**src/rtl/alu_seq_pkg.sv**
```systemverilog
// Shared types and constants for the ALU operand sequencer.
// Holds the sequencer state encoding, the default datapath width and the flag bit positions.
// Optional overflow flag support is controlled by ALU_SEQ_OVF_EN.
package alu_seq_pkg;

  localparam int ALU_SEQ_WIDTH = 8;

  // Flag bit positions inside the flags register
  localparam int FLAG_Z_BIT = 0;
  localparam int FLAG_C_BIT = 1;
  localparam int FLAG_V_BIT = 2;

  typedef enum logic [2:0] {
    IDLE   = 3'd0,
    LOAD_A = 3'd1,
    LOAD_B = 3'd2,
    EXEC   = 3'd3,
    WB     = 3'd4,
    DONE   = 3'd5
  } state_t;

endpackage

```
**src/rtl/alu_flags_reg.sv**
```systemverilog
// Result flag register: zero, carry and (optionally) signed overflow.
// Captures on we_i at the rising edge; no flow control, always ready.
// Overflow flag and its inputs exist only when ALU_SEQ_OVF_EN is defined.
module alu_flags_reg
  import alu_seq_pkg::*;
#(
  parameter int WIDTH = ALU_SEQ_WIDTH
) (
  input  logic             CLK,
  input  logic             RST,
  input  logic             we_i,
  input  logic [WIDTH-1:0] sum_i,
  input  logic             carry_i,
`ifdef ALU_SEQ_OVF_EN
  input  logic             a_msb_i,
  input  logic             b_msb_i,
  input  logic             sub_i,
  output logic             flag_v_o,
`endif
  output logic             flag_z_o,
  output logic             flag_c_o
);

`ifdef ALU_SEQ_OVF_EN
  localparam int NFLAGS = 3;
`else
  localparam int NFLAGS = 2;
`endif

  logic [NFLAGS-1:0] flags_q;
  logic [NFLAGS-1:0] flags_d;

  // Next flag values: recompute on write, otherwise hold
  always_comb begin
    flags_d = flags_q;
    if (we_i) begin
      flags_d[FLAG_Z_BIT] = (sum_i == '0);
      flags_d[FLAG_C_BIT] = carry_i;
`ifdef ALU_SEQ_OVF_EN
      // add: operands agree in sign, result disagrees
      // sub: operands differ in sign, result disagrees with A
      flags_d[FLAG_V_BIT] = (sub_i ? (a_msb_i != b_msb_i) : (a_msb_i == b_msb_i))
                            && (sum_i[WIDTH-1] != a_msb_i);
`endif
    end
  end

  // Flag storage with synchronous reset
  always_ff @(posedge CLK) begin
    if (RST) flags_q <= '0;
    else     flags_q <= flags_d;
  end

  assign flag_z_o = flags_q[FLAG_Z_BIT];
  assign flag_c_o = flags_q[FLAG_C_BIT];
`ifdef ALU_SEQ_OVF_EN
  assign flag_v_o = flags_q[FLAG_V_BIT];
`endif

endmodule

```
**src/rtl/alu_operand_sequencer.sv**
```systemverilog
// Loads A/B operands from the bus, drives the external adder, writes back result and flags.
// Latency: done is high 2 edges after the edge accepting B (EXEC, WB, then DONE).
// Backpressure: bus_ready only in LOAD_A/LOAD_B, stalls indefinitely; ALU_SEQ_OVF_EN adds flag_v.
module alu_operand_sequencer
  import alu_seq_pkg::*;
#(
  parameter int WIDTH = ALU_SEQ_WIDTH
) (
  input  logic             CLK,
  input  logic             RST,
  input  logic             start,
  input  logic             sub_req,
  input  logic             chain,
  input  logic [WIDTH-1:0] bus_in,
  input  logic             bus_valid,
  output logic             bus_ready,
  output logic [WIDTH-1:0] A_q,
  output logic [WIDTH-1:0] B_q,
  output logic             SUB,
  output logic             OE,
  input  logic [WIDTH-1:0] sum_in,
  input  logic             carry_in,
  output logic [WIDTH-1:0] result,
  output logic             flag_z,
  output logic             flag_c,
`ifdef ALU_SEQ_OVF_EN
  output logic             flag_v,
`endif
  output logic             busy,
  output logic             done
);

  state_t           state_q, state_d;
  logic [WIDTH-1:0] a_d, b_d;
  logic [WIDTH-1:0] result_q, result_d;
  logic             sub_q, sub_d;
  logic             flags_we;

  // Next-state, register next values and adder/handshake controls
  always_comb begin
    state_d   = state_q;
    a_d       = A_q;
    b_d       = B_q;
    result_d  = result_q;
    sub_d     = sub_q;
    bus_ready = 1'b0;
    OE        = 1'b0;
    SUB       = 1'b0;
    busy      = 1'b1;
    done      = 1'b0;
    flags_we  = 1'b0;
    unique case (state_q)
      IDLE: begin
        busy = 1'b0;
        if (start) begin
          sub_d = sub_req;
          // chain keeps the accumulator as A, so the A load is skipped
          state_d = chain ? LOAD_B : LOAD_A;
        end
      end
      LOAD_A: begin
        bus_ready = 1'b1;
        if (bus_valid) begin
          a_d     = bus_in;
          state_d = LOAD_B;
        end
      end
      LOAD_B: begin
        bus_ready = 1'b1;
        if (bus_valid) begin
          b_d     = bus_in;
          state_d = EXEC;
        end
      end
      EXEC: begin
        // one cycle for the combinational adder to settle
        OE      = 1'b1;
        SUB     = sub_q;
        state_d = WB;
      end
      WB: begin
        OE       = 1'b1;
        SUB      = sub_q;
        a_d      = sum_in;
        result_d = sum_in;
        flags_we = 1'b1;
        state_d  = DONE;
      end
      DONE: begin
        done    = 1'b1;
        state_d = IDLE;
      end
      default: begin
        state_d = IDLE;
      end
    endcase
  end

  // State and datapath registers with synchronous reset
  always_ff @(posedge CLK) begin
    if (RST) begin
      state_q  <= IDLE;
      A_q      <= '0;
      B_q      <= '0;
      result_q <= '0;
      sub_q    <= 1'b0;
    end else begin
      state_q  <= state_d;
      A_q      <= a_d;
      B_q      <= b_d;
      result_q <= result_d;
      sub_q    <= sub_d;
    end
  end

  assign result = result_q;

  alu_flags_reg #(
    .WIDTH (WIDTH)
  ) u_flags (
    .CLK      (CLK),
    .RST      (RST),
    .we_i     (flags_we),
    .sum_i    (sum_in),
    .carry_i  (carry_in),
`ifdef ALU_SEQ_OVF_EN
    .a_msb_i  (A_q[WIDTH-1]),
    .b_msb_i  (B_q[WIDTH-1]),
    .sub_i    (sub_q),
    .flag_v_o (flag_v),
`endif
    .flag_z_o (flag_z),
    .flag_c_o (flag_c)
  );

endmodule

```
**config.mk**
```make
export PLATFORM = sky130hd
export DESIGN_NAME = alu_operand_sequencer
export DESIGN_NICKNAME = d
export VERILOG_FILES = /design/src/rtl/alu_seq_pkg.sv /design/src/rtl/alu_flags_reg.sv /design/src/rtl/alu_operand_sequencer.sv
export SDC_FILE = /design/constraint.sdc
export NUM_CORES = 1
export LEC_CHECK = 0
export ABC_AREA = 1
export BUFFER_PORTS_ARGS = -buffer_cell sky130_fd_sc_hd__buf_2
export CAP_MARGIN = 0
export CORE_MARGIN = 10
export CORE_UTILIZATION = 28
export DETAILED_ROUTE_END_ITERATION = 8
export PLACE_DENSITY_LB_ADDON = 0.25
export REMOVE_ABC_BUFFERS = 1
export SYNTH_ARGS = -nofsm -noshare
export SYNTH_HDL_FRONTEND = slang
export SYNTH_HIERARCHICAL = 1
export SYNTH_SLANG_ARGS = --single-unit
```
**constraint.sdc**
```tcl
create_clock -name CLK -period 1.6 [get_ports CLK]
set_input_delay 0.4 -clock CLK [delete_from_list [all_inputs] [get_ports CLK]]
set_output_delay 0.4 -clock CLK [all_outputs]
set_load 0.02 [all_outputs]
```
[Yosys cells after proc, flatten, opt, wreduce, memory -nomap -nowiden]
Cells that the tools add are included.
W data, S select, Z words.
Operators by class
  bitwise logic cells: 0
  reduce and logical (&&, ||, !) cells: 9
  equality and inequality tests: 8
  div/mod/pow operators: 0
  $mul: 0
  muxes and demuxes: 13
  shift operators: 0
  magnitude comparators: 0
  $add $sub $neg: 0
Operator list (number)
  $pmux W8 S2: 1
  $pmux W3 S5: 1
  $mux W3: 3
  $logic_not A8 Y1: 1
  $mux W8: 1
  $eq A3 B2 Y1 const B: 2
  $eq A3 B3 Y1 const B: 2
  $mux W1: 6
  $ne A2 B2 Y1 const B: 3
  $reduce_and A2 Y1: 3
  $reduce_or A2 Y1: 2
  $eq A3 B1 Y1 const B: 1
  $logic_not A3 Y1: 1
  $reduce_and A3 Y1: 1
  $mux W2: 1
  $reduce_bool A2 Y1: 1
Storage, ports and cells
  output and inout bits: 31
  bits in latches: 0
  RAM bits: 0
  input bits: 23
  flip-flop bits (word level): 30
  memory bits (read-only): 0
  memories kept: 0

[Depth between registers and ports, before layout]
Gate-level depths: netlist of run 1.
  word-level depth: 3
  gate-level depth with buffers: 8

[Modules after synthesis]
The synthesis of run 1 kept the hierarchy.
Modules (own cells, without submodules)
  alu_operand_sequencer: area an instance 1255.0 um2, times used 1, cells each 178, seq. area each 560.5 um2
  alu_flags_reg: area an instance 97.6 um2, times used 1, cells each 16, seq. area each 40.0 um2

[Worst setup path before layout of run 1]
Ideal clock, no wire load.
  path type: register -> output
  start: reg state_q[1]
  end: out SUB
  arrival time: 1.304 ns
  slack: -0.104 ns
  cell stages (with the launch flop): 8
  buffers on the path: 2
  required time: 1.200 ns
  cell sequence: dfxtp_1 clkbuf_2 nor2_4 nand2_4 buf_6 o21ai_2 inv_1 nor2_1
Between the ends
  longest elaborated chain between the ends: 3
  elaborated cells on any way between the ends: 4
  classes of those cells: eq/ne: 2; mux: 1; reduce/logical: 1
Ends and longest elaborated chain
  from (decl): line alu_operand_sequencer.sv:33  | state_t state_q, state_d;
  from (signal assigned): line alu_operand_sequencer.sv:108  | state_q <= state_d;
  $eq A3 B3 Y1 / $eq A3 B2 Y1 (equally long branches): line alu_operand_sequencer.sv:52  | unique case (state_q)
  $reduce_or A2 Y1 (no line) *
  $mux W1 *: line alu_operand_sequencer.sv:52
  to (decl): line alu_operand_sequencer.sv:19  | output logic SUB,
Mark *: on every way between the ends. The rest lies on a longest branch, timed or not.

[Worst setup path in the final report of run 1]
  start: reg state_q[0]
  end: out SUB
The elaborated chain is that of the path after synthesis.

==> key figures, run 1 <==
Logic synthesis
  • Share of synthesized cell area in and, or, nand and nor gates: 0.392
  • Syn Inst Count: 194
  • Flops & latches, synth: 30
  • Post-synthesis mux area share: 0
  • Syn Area/Cell: 6.97 um2
  • Main combinational cell family by area after synthesis: simple AND/OR/NAND/NOR gates
  • Number of synthesis warnings: 6
  • Share of synthesized cell area in full adder, half adder and majority cells: 0
  • Count of cell types in the netlist: 20
  • Compound-cell area share of the yosys netlist: 0.0934
  • Sequential fraction of the synthesis area: 0.444
  • XOR/XNOR Fraction of Synth Area: 0
  • Post-synthesis instance area: 0.00135 mm2

Clocking
  • Number of buffers inserted during clock tree synthesis: 5
  • Clock tree from TritonCTS: built
  • # hold bufs at CTS: 0
  • H-tree levels: 2
  • Clock network latency to the later pin of the worst-skew pair: 0.28 ns
  • Number of sinks handled by clock tree synthesis: 30
  • Clock-pin slew on the worst setup and hold paths: 0.07 ns
  • Root Buffer: clkbuf_8
  • Maximum clock path buffer count: 2

Drt
  • Starting DRC count in detailed routing: 47
  • First-pass DRT Iterations: 5
  • Via Count: between 1,000 and 1,500
  • Via density per instance: 4.31
  • Post-Route WL: ~4000 um
  • Average wire per standard cell: 12.8 um
  • Post-route DRC: 0
  • Remaining number of nets flagged by the antenna check after routing: 0

Power and ir drop
  • Power density over the cells: 1670 mW/mm2
  • Peak supply drop: 0.000633 V
  • Static Leakage: 0.980 nW

Floorplanning
  • Site Rows: 25
  • Total Die Area: 0.00801 mm2
  • Die height: between 80 and 90 um
  • Initial Util: 0.288
  • Total I/O pin count: between 50 and 60
  • Die X-Extent: ~90 um
  • Placeable core region: 0.00469 mm2

Placement
  • Post-DP HPWL: 2950 um
  • Final GP Congestion: around 0.84
  • I/O Buffers: 53
  • Placement-stage worst setup slack: between 0.1 and 0.15 ns

Finish
  • Post-layout util: 0.397
  • Total area of multi-input combinational cells: approximately 670 um2
  • Layout overhead on the synthesized area: 37.6%
  • Share of post-route cells with drive strength above 1: 0.326
  • Final antenna diode count: 0
  • Layout fillers: 504
  • Nets@finish: 280
  • Register area: roughly 610 um2

Timing
  • Final period util: 0.990
  • Setup violators final: 0
  • Worst hold-check slack: 0.352 ns
  • Final critical path time including I/O delays and setup: between 1.5 and 2 ns
  • Worst-Margin Slew: 0.512 ns
  • RSZ-0062 raised after global routing: true
  • Clk_skew: between 0.007 and 0.008 ns
  • Relative slew slack: 0.658
  • Slew Limit Fails: 0
  • Count of endpoints failing hold in the final timing report: 0
  • Maximum frequency from static timing analysis: 0.631 GHz
  • Worst Slack Setup Final: 0.0155 ns

GRT
  • Antenna violations before repair: 0
  • GR Util All Layers: 0.104
  • Maximum number of pins on one net before global-route repair: 27
  • GR Overflow Total: 0
  • Vias in the first global route: 1,366
  • Global-route wire length before repair: roughly 6400 um

Worst setup path
  • Crit path capture type: output pin
  • Element type at the critical path start: flop
  • Maximum fanout encountered on the critical timing path: 6
  • Data arrival at the endpoint of the critical path: 1.18 ns
  • Worst R2R Setup Slack: 0.20 ns
  • Worst Path Required: ~1.2 ns
  • Class of the most critical setup path: flop to output pin

Job
  • # Max-Cap Violations: 0

Worst hold path
  • Min-Delay Path Class: input port to flop

Run status
  • Run status: finished clean
## power breakdown
part           internal (W)  switching, W  leakage (nW)
Clock              0.000463      0.000308        0.0504
Combinational      0.000488      0.000782         0.684
Sequential         0.000931      0.000133         0.246
## final cells by class
class / instances / area share
multi-input combinational: 143 / 0.358
sequential: 30 / 0.328
timing repair buffer: 61 / 0.184
clock buffer: 5 / 0.0370
tap: 54 / 0.0363
inverter: 16 / 0.0323
clock inverter: 3 / 0.0242
## final timing paths
| path | start | to | cells after the start |
|---|---|---|---|
| worst max-delay path | state_q[0]$_SDFFE_PP0P_ | SUB | 6 |
| worst min-delay path | bus_in[4] | B_q[4]$_SDFFE_PP0P_ | 3 |
| worst max register to register | state_q[0]$_SDFFE_PP0P_ | A_q[3]$_SDFFE_PP0P_ | 9 |
| worst min register to register | result[3]$_SDFFE_PP0P_ | result[3]$_SDFFE_PP0P_ | 2 |
## placed cells by master (no fill, tap or decap), drive strengths merged
| cell type | instances |
|---|---|
| nand3 | 3 |
| bufinv | 1 |
| inv | 16 |
| nand2 | 56 |
| o21ai | 11 |
| nor2 | 48 |
| nand3b | 9 |
| buf | 61 |
| dfxtp | 30 |
| clkinvlp | 2 |
| clkbuf | 5 |
| nand4 | 2 |
| a21oi | 12 |
| nor3 | 1 |
| o21bai | 1 |
## routing by layer
layer,up-vias,track usage,share of wire
met2,46,0.158,0.45
met1,562,0.125,0.45
met3,4,0.0492,0.086
li1,733,-,-
met4,0,0.0347,0.0083
met5,-,0,0
## critical path: stages (launching register included)
cell and delay [ns]:
dfxtp_4 0.37, nor2_4 0.14, nand2_4 0.06, o21ai_2 0.06, inv_1 0.06, nor2_1 0.08, buf_4 0.14
## Yosys cell counts
| cell type | count | share of area |
|---|---|---|
| inv_2 | 2 | 0.0056 |
| nand4_1 | 1 | 0.0046 |
| nand2_1 | 55 | 0.15 |
| nor2_1 | 45 | 0.12 |
| nand4_4 | 1 | 0.016 |
| inv_1 | 14 | 0.039 |
| a21oi_1 | 12 | 0.044 |
| nand3b_1 | 9 | 0.050 |
| o21ai_2 | 1 | 0.0065 |
| buf_6 | 2 | 0.017 |
| o21bai_1 | 1 | 0.0056 |
| nor2_2 | 1 | 0.0046 |
| nor2_4 | 2 | 0.017 |
| dfxtp_1 | 30 | 0.44 |
| nand2_4 | 1 | 0.0083 |
| clkbuf_1 | 2 | 0.0056 |
| nand3_1 | 3 | 0.011 |
| nor3_1 | 1 | 0.0037 |
| o21ai_0 | 10 | 0.037 |
| clkbuf_2 | 1 | 0.0037 |
## per-stage QoR
step	power, W	cells	setup TNS [ns]	cell area (um2)
after floorplan	0.00185	189	-0.0489	1320
after global placement	0.00224	299	0	1690
after detailed placement	0.00224	299	0	1690
after CTS	0.00305	307	-0.0665	1810
after global routing	0.00334	312	-0.116	1860
final	0.00310	312	0	1860
## timing repair
action                                 in CTS  in global routing
cloned                                      0                  0
setup endpoints to repair                   5                  4
gates resized for setup                     6                  5
pin swaps                                   1                  1
endpoints found under the hold margin       0                  0
setup buffers                               0                  5
## flip-flops by register name, summed over array words and instances (netlist names)
name and flops:
B_q 8, A_q 8, sub_q 1, result 8
u_flags/flags_q 2, state_q 3
## logic make-up after synthesis
logic type      Yosys count
flops                    30
compound gates           24
simple gates            119
buf+inv                  21
(Power assumes the default switching activity.)
==> run 2, diff against run 1 <==
--- a/config.mk
+++ b/config.mk
@@ -5,7 +5,6 @@
 export SDC_FILE = /design/constraint.sdc
 export NUM_CORES = 1
 export LEC_CHECK = 0
-export ABC_AREA = 1
 export BUFFER_PORTS_ARGS = -buffer_cell sky130_fd_sc_hd__buf_2
 export CAP_MARGIN = 0
 export CORE_MARGIN = 10
==> run 2 against run 1 <==
Effect of this change:
- cell area is 3.1% lower
- die area shrank 2.1%
- global-route usage is 0.28 points higher
- non-clock buffer count up 4
- first-iteration DRC count grew 66%
==> key figures, run 2 <==
Run status
  • Run status: finished clean

Drt
  • Via density per instance: 4.78 (+11%)
  • Post-route DRC: 0 (unchanged)
  • Average wire per standard cell: 15.5 um (+21%)
  • Met3 Routed Length: 287 um (-17%)
  • First-pass DRT Iterations: 4 (-1)
  • Starting DRC count in detailed routing: 78 (+66%)
  • Wire length on met1: 1830 um (+0.50%)
  • Via Count: 1,232 (-8.4%)
  • Uppermost metal layer occupied by signal nets: met4
  • Length of routed met2 wiring: 1830 um (+1.3%)
  • Post-Route WL: 4010 um (+0.28%)
  • Remaining number of nets flagged by the antenna check after routing: 0 (unchanged)

Finish
  • Nets@finish: 228 (-19%)
  • Layout overhead on the synthesized area: 37.0%
  • Share of post-route cells with drive strength above 1: 0.413 (+0.0870)
  • Most frequent cells in the layout: buf_2, dfxtp_1, nor2_1
  • Layout fillers: 474 (-6.0%)
  • Most common cell after layout, fill and taps aside: buf_2
  • Design area: 0.00180 mm2 (-3.1%)
  • Final antenna diode count: 0 (unchanged)

Worst hold path
  • Capture endpoint of the worst hold path: u_flags/flags_q[1]$_SDFFE_PP0P_
  • Depth of the worst hold-timing path: 3 (unchanged)
  • Min-Delay Path Class: input port to flop
  • Launch instance of the worst min-delay path: carry_in

Logic synthesis
  • Count of cell types in the netlist: 36 (+80%)
  • Number of synthesis warnings: 6 (unchanged)
  • Count of flip-flops with a built-in enable after synthesis: 0 (unchanged)
  • Flops & latches, synth: 30 (unchanged)
  • Syn Inst Count: 144 (-26%)
  • Most common cell in the synthesized netlist: dfxtp_1
  • Area share of the largest cell type after synthesis: 0.456 (+0.0122)
  • Post-synthesis instance area: 0.00132 mm2 (-2.7%)
  • Sequential fraction of the synthesis area: 0.456 (+0.0122)
  • Fraction of synthesis flops using an asynchronous set or reset pin: 0 (unchanged)
  • Primary FF master, synth: dfxtp_1
  • Synth top cells by count: dfxtp_1, nor2_1, mux2i_1
  • Largest area contributor in the synthesized netlist: dfxtp_1
  • Main area contributors after synthesis: dfxtp_1, mux2i_1, a221oi_1, nor2_1, a21oi_1
  • Syn Area/Cell: 9.14 um2 (+31%)

Timing
  • Count of endpoints failing hold in the final timing report: 0 (unchanged)
  • Maximum frequency from static timing analysis: 0.627 GHz (-0.72%)
  • Setup violators final: 0 (unchanged)
  • Relative slew slack: 0.684 (+0.0255)
  • Slew Limit Fails: 0 (unchanged)
  • Worst hold-check slack: 0.359 ns (+0.00750 ns)
  • RSZ-0062 raised after global routing: true
  • Clk_skew: 0.00218 ns (-0.00521 ns)
  • Total negative setup slack: 0 ns (unchanged)
  • Final critical path time including I/O delays and setup: 1.60 ns (+0.0114 ns)
  • Final period util: 0.997 (+0.00714)
  • Worst-Margin Slew: 0.462 ns (-0.0497 ns)

GRT
  • Vias in the first global route: 1,286 (-5.9%)
  • Maximum number of pins on one net before global-route repair: 17 (-37%)
  • Antenna violations before repair: 0 (unchanged)
  • GR Overflow Total: 0 (unchanged)
  • Global-route wire length before repair: 6510 um (+2.4%)
  • GR Util All Layers: 0.106 (+0.00277)

Clocking
  • Maximum clock path buffer count: 2 (unchanged)
  • H-tree levels: 2 (unchanged)
  • Clock tree from TritonCTS: built
  • Number of sinks handled by clock tree synthesis: 30 (unchanged)
  • Root Buffer: clkbuf_8
  • Clock network latency to the later pin of the worst-skew pair: 0.28 ns (about the same)
  • Number of buffers inserted during clock tree synthesis: 5 (unchanged)
  • Clock-pin slew on the worst setup and hold paths: 0.06 ns (about the same)
  • # hold bufs at CTS: 0 (unchanged)

Worst setup path
  • R2R Path End: A_q[6]$_SDFFE_PP0P_
  • Worst R2R Setup Slack: 0.17 ns (-0.03 ns)
  • Depth of the most critical reg-to-reg path: 4 (-5)
  • Maximum fanout encountered on the critical timing path: 4 (-2)
  • Class of the most critical setup path: flop to output pin
  • Data arrival at the endpoint of the critical path: 1.20 ns (+0.02 ns)
  • Element type at the critical path start: flop
  • Crit path capture type: output pin
  • Worst Path Required: 1.20 ns (about the same)
  • Reg-to-reg critical path startpoint: state_q[2]$_SDFFE_PP0P_

Power and ir drop
  • Power density over the cells: 1100 mW/mm2 (-34%)
  • Clock share of power: 0.315 (+0.067)
  • Share of total power in sequential cells: 0.427 (+0.084)
  • Share of power burned in combinational logic: 0.258 (-0.151)
  • Static Leakage: 0.786 nW (-20%)
  • Peak supply drop: 0.000384 V (-39%)
  • Internal Pwr Total: 0.00137 W (-27%)
  • Switching Share: 0.307 (-0.0867)
  • Net switching component of the power: 0.000608 W (-50%)

Floorplanning
  • Total Die Area: 0.00784 mm2 (-2.1%)
  • Initial Util: 0.296 (+0.00790)
  • Total I/O pin count: 54 (unchanged)
  • Site Rows: 24 (-4.0%)
  • Placeable core region: 0.00444 mm2 (-5.3%)
  • Die height: 88.6 um (-1.0%)
  • Die X-Extent: 88.6 um (-1.0%)

Placement
  • Dpl cell area: 0.00167 mm2 (-1.1%)
  • Post-DP HPWL: 3120 um (+5.5%)
  • Final GP Congestion: 0.782 (-6.3%)
  • I/O Buffers: 53 (unchanged)

Job
  • # Max-Cap Violations: 0 (unchanged)
run 2: changes by cell type after synthesis, sizes merged, moves of 5 or more:
cell / before / now
a221oi: 0 / 8
buf: 2 / 8
inv: 16 / 10
mux2i: 0 / 11
nand2: 56 / 10
nand3b: 9 / 2
nor2: 48 / 15
o22ai: 0 / 5
run 2: worst max-delay path: stages, from the launching register on:
cell and delay, ns:
dfxtp_2 0.34, buf_6 0.12, nand3b_1 0.10, o21ai_2 0.09
and2_4 0.16, buf_6 0.11
run 2: worst max path at each step:
| stage | startpoint | endpoint | depth (start not counted) |
|---|---|---|---|
| 2_1_floorplan | state_q[0]$_SDFFE_PP0P_ | SUB | 3 |
| 3_3_place_gp | state_q[2]$_SDFFE_PP0P_ | A_q[6]$_SDFFE_PP0P_ | 4 |
| 3_5_place_dp | state_q[2]$_SDFFE_PP0P_ | A_q[6]$_SDFFE_PP0P_ | 4 |
| 4_1_cts | state_q[0]$_SDFFE_PP0P_ | SUB | 5 |
| 5_1_grt | state_q[0]$_SDFFE_PP0P_ | SUB | 5 |
| 6_report | state_q[0]$_SDFFE_PP0P_ | SUB | 5 |
run 2: metrics by stage:
step / utilization / instances / setup WS [ns] / total power [W]
after floorplan: - / 133 / -0.533 / 0.00113
after global placement: 0.375 / 249 / 0.213 / 0.00134
after CTS: 0.398 / 257 / 0.00775 / 0.00198
after global routing: 0.406 / 258 / -0.0581 / 0.00210
after detailed placement: 0.375 / 249 / 0.192 / 0.00134
final: 0.406 / 258 / 0.00412 / 0.00198
run 2: power by group through the flow:
stage	Combinational, W	Clock [W]	Sequential (W)
floorplan	0.000200	0	0.000929
global placement	0.000492	0	0.000852
detailed placement	0.000490	0	0.000854
CTS	0.000493	0.000647	0.000842
global route	0.000559	0.000691	0.000853
finish	0.000510	0.000623	0.000845
run 2: area by class of cell:
class	instances	area (um2)	share of cell area
Clock inverter	1	5.00	0.00278
Tap cell	52	65.1	0.0361
Inverter	10	37.5	0.0208
Clock buffer	7	86.3	0.0479
Multi-Input combinational cell	93	632	0.350
Sequential cell	30	606	0.336
Timing Repair Buffer	65	372	0.206
run 2: timing repair:
item / CTS / global route
gates resized for setup: 6 / 7
setup buffers: 0 / 1
endpoints found under the setup margin: 4 / 3
pin swaps: 1 / 3
run 2: logic make-up after synthesis:
kind of cell    synth area share
xor+xnor                 0.00666
buf+inv                   0.0760
compound gates             0.202
mux                       0.0837
flops                      0.456
simple gates               0.175
run 2: routing by layer:
layer,vias up,global-route usage
met2,30,0.168
met1,564,0.125
met4,0,0.0441
met5,-,0
li1,632,-
met3,6,0.0432
==> run 3, diff against run 2 <==
==> constraint.sdc (replaced) <==
create_clock -name CLK -period 1.34 [get_ports CLK]
set_input_delay 0.335 -clock CLK [delete_from_list [all_inputs] [get_ports CLK]]
set_output_delay 0.335 -clock CLK [all_outputs]
set_load 0.02 [all_outputs]
==> run 3 against run 2 <==
Effect of this change:
- the flow now finishes with violations (negative setup slack)
- sequential power rose by 20%
- worst setup slack got worse by 0.19 ns
- largest power group is now clock
- critical path type unchanged
- die area did not move
==> key figures, run 3 (synthesis results as in run 2) <==
Job
  • # Max-Cap Violations: 0 (unchanged)

Timing
  • Clk_skew: 0.00397 ns (+0.00179 ns)
  • Relative slew slack: 0.738 (+0.0536)
  • Setup violators final: 6 (+6)
  • Maximum frequency from static timing analysis: 0.653 GHz
  • Count of endpoints failing hold in the final timing report: 0 (unchanged)
  • Worst-Margin Slew: 0.388 ns (-0.0739 ns)
  • RSZ-0062 raised after global routing: true
  • Worst hold-check slack: 0.296 ns (-0.0630 ns)
  • Slew Limit Fails: 0 (unchanged)
  • Final critical path time including I/O delays and setup: about 1.5 ns
  • Worst Slack Setup Final: -0.191 ns (-0.195 ns)
  • Final period util: 1.14

Power and ir drop
  • Power density over the cells: 1430 mW/mm2 (+30%)
  • Peak supply drop: 0.000503 V (+31%)
  • Static Leakage: 0.873 nW (+11%)

Worst setup path
  • Depth of the most critical reg-to-reg path: 4 (unchanged)
  • Class of the most critical setup path: flop to output pin
  • Maximum fanout encountered on the critical timing path: 6 (+2)
  • Worst Path Required: 1.00 ns (-0.20 ns)
  • Data arrival at the endpoint of the critical path: 1.20 ns (about the same)
  • Element type at the critical path start: flop
  • Crit path capture type: output pin

Clocking
  • Clock network latency to the later pin of the worst-skew pair: 0.28 ns (about the same)
  • Root Buffer: clkbuf_8
  • Clock tree from TritonCTS: built
  • H-tree levels: 2 (unchanged)
  • Clock-pin slew on the worst setup and hold paths: 0.06 ns (about the same)
  • Number of buffers inserted during clock tree synthesis: 5 (unchanged)
  • Number of sinks handled by clock tree synthesis: 30 (unchanged)
  • Maximum clock path buffer count: 2 (unchanged)
  • # hold bufs at CTS: 0 (unchanged)

Finish
  • Layout fillers: 447 (-5.7%)
  • Register area: 609 um2 (+0.62%)
  • Most frequent cells in the layout: buf_2, dfxtp_1, buf_4
  • Final antenna diode count: 0 (unchanged)
  • Share of post-route cells with drive strength above 1: 0.486 (+0.0734)
  • Final cell count without fillers: 266 (+3.1%)
  • Total area of multi-input combinational cells: 694 um2 (+9.9%)
  • Layout overhead on the synthesized area: 51.8%
  • Most common cell after layout, fill and taps aside: buf_2
  • Nets@finish: 236 (+3.5%)

Floorplanning
  • Die height: 88.6 um (unchanged)
  • Initial Util: 0.296 (unchanged)
  • Die X-Extent: 88.6 um (unchanged)
  • Site Rows: 24 (unchanged)
  • Total Die Area: 0.00784 mm2 (unchanged)
  • Placeable core region: 0.00444 mm2 (unchanged)
  • Total I/O pin count: 54 (unchanged)

Drt
  • First-pass DRT Iterations: 4 (unchanged)
  • Via Count: 1,263 (+2.5%)
  • Starting DRC count in detailed routing: 77 (-1.3%)
  • Average wire per standard cell: 15.6 um (+0.45%)
  • Via density per instance: 4.75 (-0.57%)
  • Post-route DRC: 0 (unchanged)
  • Post-Route WL: 4150 um (+3.6%)
  • Remaining number of nets flagged by the antenna check after routing: 0 (unchanged)

Placement
  • I/O Buffers: 53 (unchanged)
  • Post-DP HPWL: 3250 um (+4.3%)
  • Placement-stage worst setup slack: -0.0479 ns (-0.240 ns)
  • Final GP Congestion: 0.800 (+2.2%)
  • Placed insts: 256 (+2.8%)

GRT
  • GR Util All Layers: 0.108 (+0.00197)
  • Global-route wire length before repair: 6640 um (+1.9%)
  • Vias in the first global route: 1,332 (+3.6%)
  • Maximum number of pins on one net before global-route repair: 17 (unchanged)
  • GR Overflow Total: 0 (unchanged)
  • Antenna violations before repair: 0 (unchanged)

Run status
  • Violations in the final reports: negative setup slack
  • Run status: complete, but fails checks

Worst hold path
  • Depth of the worst hold-timing path: 3 (unchanged)
  • Min-Delay Path Class: input port to flop
-- run 3: changes by cell type in the layout (fill, tap and decap cells not counted), sizes merged --
cell    delta
buf        +8
bufinv     +2
clkinv     -1
clkbuf     -1
-- run 3: layer usage --
| metal | global-route usage | wire length, um | vias to the layer above |
|---|---|---|---|
| met5 | 0 | 0 | - |
| met4 | 0.0485 | 76 | 0 |
| met3 | 0.0432 | 285 | 7 |
| met2 | 0.175 | 1950 | 38 |
| met1 | 0.123 | 1840 | 568 |
| li1 | - | - | 650 |
-- run 3: final timing paths --
check | start | to | slack [ns]
setup / recovery | state_q[0]$_SDFFE_PP0P_ | SUB | -0.19
setup reg to reg | state_q[2]$_SDFFE_PP0P_ | A_q[7]$_SDFFE_PP0P_ | 0
hold reg to reg | A_q[7]$_SDFFE_PP0P_ | A_q[7]$_SDFFE_PP0P_ | 0.46
hold / removal | sub_req | sub_q$_SDFFE_PP0P_ | 0.30
-- run 3: area by class of cell --
class,instances,area share
clock inverter,2,0.0301
clock buffer,6,0.0413
timing repair buffer,73,0.225
inverter,10,0.0188
tap,52,0.0326
sequential,30,0.305
multi-input combinational,93,0.348
-- run 3: repair_timing --
| item | CTS | global route |
|---|---|---|
| pin swaps | 4 | 8 |
| hold endpoints to repair | 0 | 0 |
| endpoints found under the setup margin | 21 | 16 |
| gates resized for setup | 22 | 12 |
| setup buffers | 2 | 0 |
-- run 3: power breakdown --
| part | switching, W | internal [W] |
|---|---|---|
| Clock | 0.000335 | 0.000793 |
| Combinational | 0.000391 | 0.000325 |
| Sequential | 0.0000489 | 0.000963 |
-- run 3: worst max-delay path, cell delays in order, from the launching register on --
cell	delay, ns
dfxtp_2	0.35
buf_6	0.12
nand3b_1	0.09
o21ai_2	0.08
and2_4	0.16
buf_6	0.11
-- run 3: stage by stage --
stage | TNS (ns) | total power (W) | instance area [um2] | util
floorplan | -3.26 | 0.00135 | 1250 | -
global placement | -0.125 | 0.00163 | 1720 | 0.387
detailed placement | -0.210 | 0.00163 | 1720 | 0.387
CTS | -0.842 | 0.00285 | 1950 | 0.440
global route | -0.981 | 0.00300 | 2000 | 0.450
finish | -0.673 | 0.00285 | 2000 | 0.450
